## src/rtl/load_store_unit.sv

```systemverilog
// rtl/load_store_unit.sv - RV32I memory stage: request/ack data-memory port, load extension, error detection
// Optional misalignment trap: define LSU_MISALIGN_TRAP_EN.
module load_store_unit #(
  parameter int TIMEOUT = 255
) (
  input  logic        clk,
  input  logic        reset,
  input  logic        req_valid,
  output logic        req_ready,
  input  logic        is_load,
  input  logic        is_store,
  input  logic [2:0]  funct3,
  input  logic [31:0] addr,
  input  logic [31:0] store_data,
  input  logic [4:0]  rd,
  output logic        done,
  output logic        wb_valid,
  output logic [4:0]  wb_rd,
  output logic [31:0] wb_data,
  output logic        err,
  output logic [1:0]  err_cause,
  output logic        mem_req,
  output logic        mem_we,
  output logic [31:0] mem_addr,
  output logic [31:0] mem_wdata,
  output logic [3:0]  mem_be,
  input  logic        mem_ack,
  input  logic [31:0] mem_rdata
);

  typedef enum logic [1:0] {IDLE, BUSY, RESP} state_t;

  localparam int CW = (TIMEOUT > 0) ? $clog2(TIMEOUT + 1) : 1;

  state_t        state, state_next;
  logic [CW-1:0] wait_cnt;
  logic [1:0]    lat_off;
  logic [2:0]    lat_f3;
  logic [4:0]    lat_rd;
  logic          lat_load;

  logic          req_illegal;
  logic          req_misaligned;
  logic          timeout_hit;
  logic [3:0]    be_calc;
  logic [31:0]   wdata_calc;
  logic [7:0]    byte_sel;
  logic [15:0]   half_sel;
  logic [31:0]   load_ext;

  always_comb begin
    req_illegal = (is_load == is_store)
               || (is_load && (funct3 == 3'b011 || funct3[2:1] == 2'b11))
               || (is_store && funct3 > 3'b010);
`ifdef LSU_MISALIGN_TRAP_EN
    req_misaligned = (funct3[1:0] == 2'b01 && addr[0])
                  || (funct3[1:0] == 2'b10 && addr[1:0] != 2'b00);
`else
    req_misaligned = 1'b0;
`endif
  end

  // Store lane placement; sub-word data is replicated across every lane.
  always_comb begin
    be_calc    = 4'b1111;
    wdata_calc = store_data;
    case (funct3[1:0])
      2'b00: begin
        be_calc    = 4'b0001 << addr[1:0];
        wdata_calc = {4{store_data[7:0]}};
      end
      2'b01: begin
        be_calc    = addr[1] ? 4'b1100 : 4'b0011;
        wdata_calc = {2{store_data[15:0]}};
      end
      default: ;
    endcase
  end

  always_comb begin
    byte_sel = mem_rdata[{lat_off, 3'b000} +: 8];
    half_sel = lat_off[1] ? mem_rdata[31:16] : mem_rdata[15:0];
    case (lat_f3)
      3'b000:  load_ext = {{24{byte_sel[7]}}, byte_sel};
      3'b001:  load_ext = {{16{half_sel[15]}}, half_sel};
      3'b100:  load_ext = {24'd0, byte_sel};
      3'b101:  load_ext = {16'd0, half_sel};
      default: load_ext = mem_rdata;
    endcase
  end

  assign timeout_hit = (TIMEOUT > 0) && ((32'(wait_cnt) + 32'd1) == 32'(TIMEOUT));

  always_comb begin
    state_next = state;
    case (state)
      IDLE: if (req_valid) state_next = (req_illegal || req_misaligned) ? RESP : BUSY;
      BUSY: if (mem_ack || timeout_hit) state_next = RESP;
      RESP: state_next = IDLE;
      default: state_next = IDLE;
    endcase
  end

  always_ff @(posedge clk or negedge reset) begin
    if (!reset) state <= IDLE;
    else        state <= state_next;
  end

  assign req_ready = (state == IDLE);
  assign done      = (state == RESP);

  always_ff @(posedge clk or negedge reset) begin
    if (!reset) begin
      wait_cnt  <= '0;
      lat_off   <= 2'b00;
      lat_f3    <= 3'b000;
      lat_rd    <= 5'd0;
      lat_load  <= 1'b0;
      wb_valid  <= 1'b0;
      wb_rd     <= 5'd0;
      wb_data   <= 32'd0;
      err       <= 1'b0;
      err_cause <= 2'b00;
      mem_req   <= 1'b0;
      mem_we    <= 1'b0;
      mem_addr  <= 32'd0;
      mem_wdata <= 32'd0;
      mem_be    <= 4'b0000;
    end else begin
      case (state)
        IDLE: if (req_valid) begin
          lat_off  <= addr[1:0];
          lat_f3   <= funct3;
          lat_rd   <= rd;
          lat_load <= is_load;
          wait_cnt <= '0;
          if (req_illegal) begin
            err       <= 1'b1;
            err_cause <= 2'b11;
          end else if (req_misaligned) begin
            err       <= 1'b1;
            err_cause <= 2'b01;
          end else begin
            mem_req  <= 1'b1;
            mem_we   <= is_store;
            mem_addr <= {addr[31:2], 2'b00};
            mem_be   <= is_store ? be_calc : 4'b1111;
            if (is_store) mem_wdata <= wdata_calc;
          end
        end
        BUSY: begin
          // Ack has priority over a timeout landing on the same edge.
          if (mem_ack) begin
            mem_req   <= 1'b0;
            mem_we    <= 1'b0;
            err       <= 1'b0;
            err_cause <= 2'b00;
            if (lat_load) begin
              wb_rd    <= lat_rd;
              wb_data  <= load_ext;
              wb_valid <= (lat_rd != 5'd0);
            end
          end else if (timeout_hit) begin
            mem_req   <= 1'b0;
            mem_we    <= 1'b0;
            err       <= 1'b1;
            err_cause <= 2'b10;
          end else begin
            wait_cnt <= wait_cnt + CW'(1);
          end
        end
        RESP: begin
          err      <= 1'b0;
          wb_valid <= 1'b0;
        end
        default: ;
      endcase
    end
  end

endmodule

```

## config.mk

```make
export PLATFORM = sky130hd
export DESIGN_NAME = load_store_unit
export DESIGN_NICKNAME = d
export VERILOG_FILES = /design/src/rtl/load_store_unit.sv
export SDC_FILE = /design/constraint.sdc
export NUM_CORES = 1
export LEC_CHECK = 0
export CAP_MARGIN = 5
export CORE_ASPECT_RATIO = 1.2
export CORE_MARGIN = 2
export CORE_UTILIZATION = 45
export CTS_CLUSTER_DIAMETER = 50
export DETAILED_ROUTE_END_ITERATION = 8
export PLACE_DENSITY_LB_ADDON = 0.12
export SLEW_MARGIN = 5
export SYNTH_ARGS = -nofsm -noshare
export SYNTH_HDL_FRONTEND = slang
export SYNTH_SLANG_ARGS = --single-unit
export TNS_END_PERCENT = 20
```

## constraint.sdc

```tcl
create_clock -name clk -period 2.1 [get_ports clk]
set_input_delay 0.42 -clock clk [delete_from_list [all_inputs] [get_ports clk]]
set_output_delay 0.42 -clock clk [all_outputs]
set_load 0.01 [all_outputs]
```

==> results of run 1 <==
[cells in the mapped netlist, types with 7 or more instances]
master,instances
o21ai_1,25
o31a_1,7
nand2_1,98
nor2_1,42
dfrtp_1,130
o22ai_1,8
mux2_2,42
a21oi_1,33
mux2i_1,32
mux2_4,8
buf_2,13
a22o_1,9
o21ai_0,24
clkbuf_1,14
inv_1,9
[layout make-up]
type | instances | area share
sequential | 130 | 0.339
inverter | 9 | 0.00352
clock inverter | 11 | 0.0193
timing repair buffer | 274 | 0.283
tap | 168 | 0.0219
multi-input combinational | 409 | 0.287
clock buffer | 20 | 0.0466
[kinds of logic (layout without fill, tap and decap cells)]
logic type,after synthesis,in the layout
compound gates,137,137
xor+xnor,2,2
fa+ha+maj,6,6
buf+inv,45,314
flops,130,130
mux,83,83
other cells,1,2
simple gates,179,179
[layout by cell type (no fill, tap or decap), types with 6 or more instances in the layout]
cell	instances
o22ai_1	8
o31a_1	7
o21ai_0	24
dfrtp_1	130
a22o_1	9
a21oi_1	32
nor2_1	41
clkdlybuf4s50_1	215
a221oi_1	6
nand2_1	98
mux2i_1	32
inv_1	7
o21ai_1	24
mux2_2	42
mux2_4	8
clkbuf_16	19
buf_4	46
[critical path: stages (launching register included)]
cell and delay [ps]:
dfrtp_1 380, buf_4 150, inv_1 80, ha_1 160, nand3_1 140, nor3b_2 260
a21oi_2 150, o21ai_2 270, buf_4 180, a21oi_1 40, a21o_1 160
[final timing paths]
kind,cells past startpoint,to,from,slack [ps]
min,2,wb_rd[4],wb_rd[4],470
min reg2reg,2,wb_rd[4],wb_rd[4],470
max in group asynchronous,3,mem_wdata[13],reset,950
max,10,wait_cnt[6],wait_cnt[0],20
max reg2reg,10,wait_cnt[6],wait_cnt[0],20
min in group asynchronous,2,wb_data[10],reset,510
[repair_timing]
item | CTS | global route
endpoints found under the setup margin | 9 | 52
hold buffers | 1 | 0
gates cloned | 0 | 2
endpoints found under the hold margin | 42 | 0
gates resized for setup | 10 | 12
pin swaps | 0 | 2
[where the power goes]
| group | switching, mW | internal, mW | total (mW) |
|---|---|---|---|
| Sequential | 0.688 | 3.62 | 4.31 |
| Combinational | 2.44 | 3.21 | 5.66 |
| Clock | 1.08 | 2.12 | 3.20 |
| Total | 4.21 | 8.96 | 13.2 |
[registers in the layout (all words and copies together), names as in the netlist]
| signal | cells |
|---|---|
| err | 1 |
| mem_wdata | 32 |
| state | 2 |
| mem_req | 1 |
| lat_f3 | 3 |
| mem_be | 4 |
| lat_load | 1 |
| mem_addr | 30 |
| wb_data | 32 |
| wb_rd | 5 |
| lat_off | 2 |
| wait_cnt | 8 |
| lat_rd | 5 |
| wb_valid | 1 |
| err_cause | 2 |
| mem_we | 1 |
[metal layers]
metal | up-vias | global-route usage | routed length, µm
met1 | 2677 | 0.294 | 7240
met2 | 219 | 0.430 | 9280
met4 | 0 | 0.0889 | 476
met3 | 38 | 0.0864 | 1420
li1 | 2572 | - | -
met5 | - | 0 | 0
[metrics by stage]
step                      std cells  TNS [ps]  utilization
after floorplan                 584         0            -
after global placement          987    -24070        0.666
after detailed placement        987    -30240        0.666
after CTS                      1019     -25.1        0.717
after global routing           1021      -316        0.724
final                          1021         0        0.724
==> impl_metrics.json, run 1 <==
{
  "drt-total-wl_mm": 18.4,
  "regArea_um2": 3250,
  "dieArea_um2": 14600,
  "numCtsBuffers": 17,
  "outcome": "finished clean",
  "grt_start_max_net_pins": 47,
  "root_buffer": "clkbuf_16",
  "io_buffers": 220,
  "end_kind": "flip-flop",
  "num_rows": 46,
  "whs_ps": 475,
  "worstHoldPathType": "flip-flop to flip-flop",
  "area_growth_pct": 56.7,
  "final_antenna_net_count": 0,
  "hold_viol_final": 0,
  "worstSetupPathType": "flip-flop to flip-flop",
  "synth-simple-area-share": 0.128,
  "grt_usage": 0.251,
  "first_pass_iters": 5,
  "drv_cap": 0,
  "cts.sinks": 130,
  "setup_viol": 0,
  "startpoint_type": "flip-flop",
  "ys_top_cells_by_area": "dfrtp_1 53%, mux2_2 7.7%, nand2_1 6.0%",
  "cp.arrival_ps": 2380,
  "yosysTopAreaCell": "dfrtp_1",
  "synth.top_cell.area_share": 0.531,
  "via_count": 5506,
  "ios": 223,
  "synth_area_per_cell_um2": 10.5,
  "antenna_found_initial": 0,
  "synth.distinct_cells": 53,
  "globalRouteOverflowTotal": 0,
  "drive_gt1_frac": 0.181,
  "cts_setup_buffers": 0,
  "htree_levels": 4,
  "synthArstFlopShare": 1.00,
  "cts_buffer_depth": 2,
  "ys_warn_count": 0,
  "place_ws_ps": -421,
  "core-area_um2": 13200,
  "tightestPinTransition_ps": 871,
  "hpwl_mm": 13.3,
  "place_congestion": 0.841,
  "yosysSeqAreaShare": 0.531,
  "crit_fanout": 5,
  "drc": 0,
  "synth_edf_count": 0,
  "grt_pass1_wl_mm": 29.4,
  "avgRoutedWirePerCell_um": 18.0,
  "synth.area.mux_share": 0.153,
  "synthXorXnorAreaFrac": 0.00286,
  "fin_ws_ps": 19.6,
  "slew_violations": 0,
  "critPathRequiredTime_ps": 2400,
  "synth_top_family_by_area": "multiplexers",
  "clk_pin_slew_ps": 60,
  "powerDensity_nw_per_um2": 1370,
  "synth_fa_ha_area_frac": 0.0123,
  "drtIter0Drc": 261,
  "multi_input_area_um2": 2750,
  "synthFlopType": "dfrtp_1",
  "die_h_um": 132,
  "design_area_um2": 9590,
  "synth_compound_area_frac": 0.139,
  "fillers": 977,
  "syn_area_um2": 6120,
  "ir_drop_mv": 0.773,
  "antenna_cells": 0,
  "fmax_mhz": 481,
  "period_share": 0.991,
  "final.setup_skew_ps": 7.55,
  "slew_headroom": 0.417,
  "leakagePower_nw": 4.21,
  "die_x_um": 110,
  "grt_pass1_vias": 5790,
  "power_mw": 13.2,
  "cts_tree": "built",
  "final_nets": 957,
  "insertion_delay_ps": 410,
  "start_util": 0.462,
  "avgViaCountPerCell": 5.39,
  "rsz0062_at_grt": "yes",
  "period_needed_ps": 2080,
  "synth_cells": 583,
  "ys_seq_elements": 130,
  "place_area_um2": 8820
}
(Power assumes the default switching activity.)
==> inputs of run 2 (changes only) <==
--- a/config.mk
+++ b/config.mk
@@ -11,6 +11,7 @@
 export CORE_UTILIZATION = 45
 export CTS_CLUSTER_DIAMETER = 50
 export DETAILED_ROUTE_END_ITERATION = 8
+export MAX_ROUTING_LAYER = met4
 export PLACE_DENSITY_LB_ADDON = 0.12
 export SLEW_MARGIN = 5
 export SYNTH_ARGS = -nofsm -noshare
==> impl_metrics.json, run 2 (synthesis gave the netlist of run 1 again) <==
{
  "ios": 223,
  "hold_end": "wb_rd[4]",
  "hold_viol_final": 0,
  "slew_headroom": 0.424,
  "fmax_mhz": 481,
  "avgRoutedWirePerCell_um": 17.7,
  "cts_tree": "built",
  "final_antenna_net_count": 0,
  "worstHoldStart": "wb_rd[4]",
  "core-area_um2": 13200,
  "cp.arrival_ps": 2370,
  "p_switching_mw": 4.19,
  "stdcell_count": 1019,
  "period_needed_ps": 2080,
  "whs_ps": 475,
  "root_buffer": "clkbuf_16",
  "p_sw_frac": 0.319,
  "period_share": 0.989,
  "powerDensity_nw_per_um2": 1380,
  "start_util": 0.462,
  "cts.sinks": 130,
  "tightestPinTransition_ps": 861,
  "worstSetupPathType": "flip-flop to flip-flop",
  "drive_gt1_frac": 0.179,
  "clk_pin_slew_ps": 60,
  "htree_levels": 4,
  "place_congestion": 0.855,
  "globalRouteOverflowTotal": 0,
  "avgViaCountPerCell": 5.34,
  "reg2reg_slack_ps": 20,
  "outcome": "finished clean",
  "startpoint_type": "flip-flop",
  "clkPwrFrac": 0.243,
  "crit_fanout": 5,
  "seqPwrFrac": 0.328,
  "most-common-layout-cells": "216 x clkdlybuf4s50_1, 130 x dfrtp_1, 98 x nand2_1",
  "die_h_um": 132,
  "grt_usage": 0.258,
  "internal_power_mw": 8.94,
  "dieArea_um2": 14600,
  "first_pass_iters": 6,
  "ir_drop_mv": 0.701,
  "grt_pass1_wl_mm": 29.3,
  "drt-total-wl_mm": 18.1,
  "antenna_cells": 0,
  "final.setup.tns_ps": 0,
  "drv_cap": 0,
  "final_common_cell": "clkdlybuf4s50_1",
  "rsz0062_at_grt": "yes",
  "setup_viol": 0,
  "via_count": 5441,
  "drtIter0Drc": 338,
  "worst_r2r_endpoint": "wait_cnt[6]",
  "leakagePower_nw": 4.17,
  "final.setup_skew_ps": 8.64,
  "drc": 0,
  "cts_buffer_depth": 2,
  "r2r_start": "wait_cnt[0]",
  "grt_start_max_net_pins": 47,
  "slew_violations": 0,
  "antenna_found_initial": 0,
  "hpwl_mm": 13.3,
  "worstHoldPathType": "flip-flop to flip-flop",
  "r2r_cells": 10,
  "numCtsBuffers": 17,
  "comb_power_share": 0.429,
  "die_x_um": 110,
  "final_nets": 955,
  "insertion_delay_ps": 410,
  "whs_path_depth": 2,
  "end_kind": "flip-flop",
  "num_rows": 46,
  "reg_top3": "mem_wdata: 32 flops, wb_data: 32 flops, mem_addr: 30 flops",
  "critPathRequiredTime_ps": 2400,
  "area_growth_pct": 55.6,
  "place_inst": 987,
  "fillers": 986,
  "io_buffers": 220,
  "grt_pass1_vias": 5805
}
-- run 2: final cells by class --
type | instances | area [µm²] | share of cell area
Sequential cell | 130 | 3250 | 0.341
Multi-Input combinational cell | 409 | 2740 | 0.287
Timing Repair Buffer | 272 | 2660 | 0.279
Clock buffer | 20 | 447 | 0.0469
Tap cell | 168 | 210 | 0.0221
Clock inverter | 11 | 185 | 0.0194
Inverter | 9 | 33.8 | 0.00355
-- run 2: power groups by stage --
stage	Sequential, mW	Combinational [mW]	Clock, mW
after floorplan	4.69	2.08	0
after global placement	4.27	5.45	0
after detailed placement	4.31	5.59	0
after CTS	4.31	5.66	3.23
after global routing	4.46	6.05	3.37
final	4.31	5.63	3.19
-- run 2: metal layers --
layer,part of all wire,routed length [µm],global-route usage
met5,0,0,-
met4,0.024,431,0.0931
met3,0.064,1170,0.0690
met2,0.50,9120,0.430
met1,0.41,7370,0.302
-- run 2: repair_timing --
| action | 4_1_cts | 5_1_grt |
|---|---|---|
| hold buffers | 1 | 0 |
| pin swaps | 0 | 1 |
| gates resized for setup | 10 | 9 |
| gates cloned | 0 | 0 |
| endpoints found under the hold margin | 42 | 0 |
| setup buffers | 0 | 0 |
| endpoints found under the setup margin | 9 | 53 |
-- run 2: worst max-delay path by stage --
stage | startpoint | to | slack [ps]
floorplan | funct3[1] | mem_addr[10] | 10
detailed placement | funct3[1] | mem_addr[9] | -420
global route | wait_cnt[0] | wait_cnt[0] | -100
CTS | wait_cnt[0] | mem_we | -10
global placement | funct3[1] | mem_addr[30] | -350
finish | wait_cnt[0] | wait_cnt[6] | 20
-- run 2: critical path, stage by stage, from the launching register on --
cell	delay (ps)
dfrtp_1	380
buf_4	150
inv_1	80
ha_1	160
nand3_1	140
nor3b_2	260
a21oi_2	150
o21ai_2	270
buf_4	190
a21oi_1	40
a21o_1	160
-- run 2: metrics by stage --
stage               utilization  total power, mW  instance area, µm²  worst slack (ps)
floorplan                     -             6.76                6120              12.7
global route              0.720             13.9                9530             -96.0
detailed placement        0.666             9.91                8820              -421
CTS                       0.717             13.2                9490             -11.6
global placement          0.666             9.73                8820              -347
finish                    0.720             13.1                9530              22.8
==> inputs of run 3 (changes only) <==
--- a/config.mk
+++ b/config.mk
@@ -6,7 +6,6 @@
 export NUM_CORES = 1
 export LEC_CHECK = 0
 export CAP_MARGIN = 5
-export CORE_ASPECT_RATIO = 1.2
 export CORE_MARGIN = 2
 export CORE_UTILIZATION = 45
 export CTS_CLUSTER_DIAMETER = 50
==> impl_metrics.json, run 3 (synthesis gave the netlist of run 1 again) <==
{
  "hpwl_mm": 12.8,
  "startpoint": "funct3[2]",
  "period_needed_ps": 2010,
  "htree_levels": 4,
  "cts_buffer_depth": 2,
  "antenna_cells": 0,
  "fmax_mhz": 498,
  "drv_cap": 0,
  "fin_ws_ps": 90.7,
  "first_pass_iters": 5,
  "end_kind": "flip-flop",
  "start_util": 0.462,
  "design_area_um2": 9580,
  "worstSetupPathType": "input pin to flip-flop",
  "via_count": 5411,
  "slew_violations": 0,
  "grt_usage": 0.260,
  "grt_pass1_vias": 5753,
  "num_rows": 42,
  "avgViaCountPerCell": 5.27,
  "dieArea_um2": 14600,
  "clk_pin_slew_ps": 60,
  "die_x_um": 121,
  "die_h_um": 121,
  "drtIter0Drc": 391,
  "startpoint_type": "input pin",
  "avgRoutedWirePerCell_um": 17.4,
  "worstHoldStart": "funct3[1]",
  "place_ws_ps": -411,
  "whs_path_depth": 2,
  "cp.arrival_ps": 2310,
  "insertion_delay_ps": 420,
  "setup_viol": 0,
  "worst_r2r_endpoint": "wait_cnt[7]",
  "period_share": 0.957,
  "grt_start_max_net_pins": 52,
  "drive_gt1_frac": 0.179,
  "numCtsBuffers": 17,
  "ios": 223,
  "antenna_found_initial": 0,
  "ir_drop_mv": 0.931,
  "place_area_um2": 8810,
  "cts_tree": "built",
  "globalRouteOverflowTotal": 0,
  "final_nets": 954,
  "tightestPinTransition_ps": 980,
  "critPathRequiredTime_ps": 2400,
  "grt_pass1_wl_mm": 28.7,
  "area_growth_pct": 56.4,
  "fillers": 995,
  "rsz0062_at_grt": "no",
  "root_buffer": "clkbuf_16",
  "powerDensity_nw_per_um2": 1360,
  "most-common-layout-cells": "214 x clkdlybuf4s50_1, 128 x dfrtp_1, 98 x nand2_1",
  "hold_viol_final": 0,
  "hold_end": "lat_f3[1]",
  "drc": 0,
  "power_mw": 13.0,
  "r2r_start": "wait_cnt[0]",
  "outcome": "finished clean",
  "r2r_cells": 9,
  "worstHoldPathType": "input pin to flip-flop",
  "leakagePower_nw": 4.19,
  "cts.sinks": 130,
  "drt-total-wl_mm": 17.9,
  "place_congestion": 0.854,
  "core-area_um2": 13200,
  "crit_fanout": 17,
  "final_antenna_net_count": 0,
  "reg_top3": "mem_wdata: 32 flops, wb_data: 32 flops, mem_addr: 30 flops",
  "final_common_cell": "clkdlybuf4s50_1",
  "final.setup_skew_ps": 6.22,
  "reg2reg_slack_ps": 90,
  "io_buffers": 220,
  "slew_headroom": 0.344
}
[run 3: cell count changes in the layout (fill, tap and decap cells not counted), sizes merged]
cell and delta:
inv +1, clkinv +2, bufinv -2, dlygate4sd2 -1
clkbuf +1, clkinvlp +1, clkdlybuf4s50 -2, dlymetal6s2s +3
buf -3
[run 3: stage by stage]
| stage | TNS, ps | hold WS, ps | utilization | std cells |
|---|---|---|---|---|
| floorplan | 0 | 124 | - | 584 |
| global route | 0 | 349 | 0.723 | 1027 |
| CTS | -63.0 | 478 | 0.714 | 1024 |
| global placement | -27150 | 398 | 0.665 | 991 |
| finish | 0 | 335 | 0.723 | 1027 |
| detailed placement | -28370 | 407 | 0.665 | 991 |
[run 3: what timing repair did]
item                                    4_1_cts  5_1_grt
hold endpoints to repair                     48        0
pin swaps                                     0        2
hold buffers                                  1        0
buffers inserted                              0        1
cloned                                        0        2
endpoints found under the setup margin        5       58
resized for setup                             6       15
[run 3: area by class of cell]
cell class / instances / area [µm²] / area share
tap: 176 / 220 / 0.0230
multi-input combinational: 409 / 2730 / 0.286
timing repair buffer: 271 / 2720 / 0.284
inverter: 9 / 33.8 / 0.00353
sequential: 130 / 3260 / 0.340
clock inverter: 13 / 159 / 0.0166
clock buffer: 19 / 453 / 0.0473
[run 3: worst max path at each step]
| stage | depth (start not counted) | endpoint | slack (ps) |
|---|---|---|---|
| finish | 7 | mem_addr[11] | 90 |
| global route | 9 | wait_cnt[7] | 3 |
| CTS | 3 | done | -60 |
| detailed placement | 6 | mem_addr[22] | -410 |
| global placement | 6 | mem_addr[22] | -390 |
| floorplan | 7 | mem_addr[10] | 10 |
[run 3: metal layers]
metal / vias to the layer above / track usage / wire length (µm)
met4: 0 / 0.0872 / 357
met1: 2609 / 0.315 / 7420
met2: 215 / 0.414 / 8570
met3: 29 / 0.0840 / 1510
li1: 2558 / - / -
met5: - / - / 0
[run 3: worst max-delay path, stage by stage]
cell	delay [ps]
clkdlybuf4s50_1	420
or4b_4	490
o311ai_2	100
and2b_2	240
buf_12	130
clkbuf_16	180
mux2_2	340
[run 3: power breakdown]
part | total (mW) | switching, mW | leakage, nW | internal [mW]
sequential | 4.33 | 0.708 | 1.60 | 3.62
clock | 3.03 | 1.11 | 0.295 | 1.93
combinational | 5.61 | 2.39 | 2.30 | 3.22
total | 13.0 | 4.20 | 4.19 | 8.77
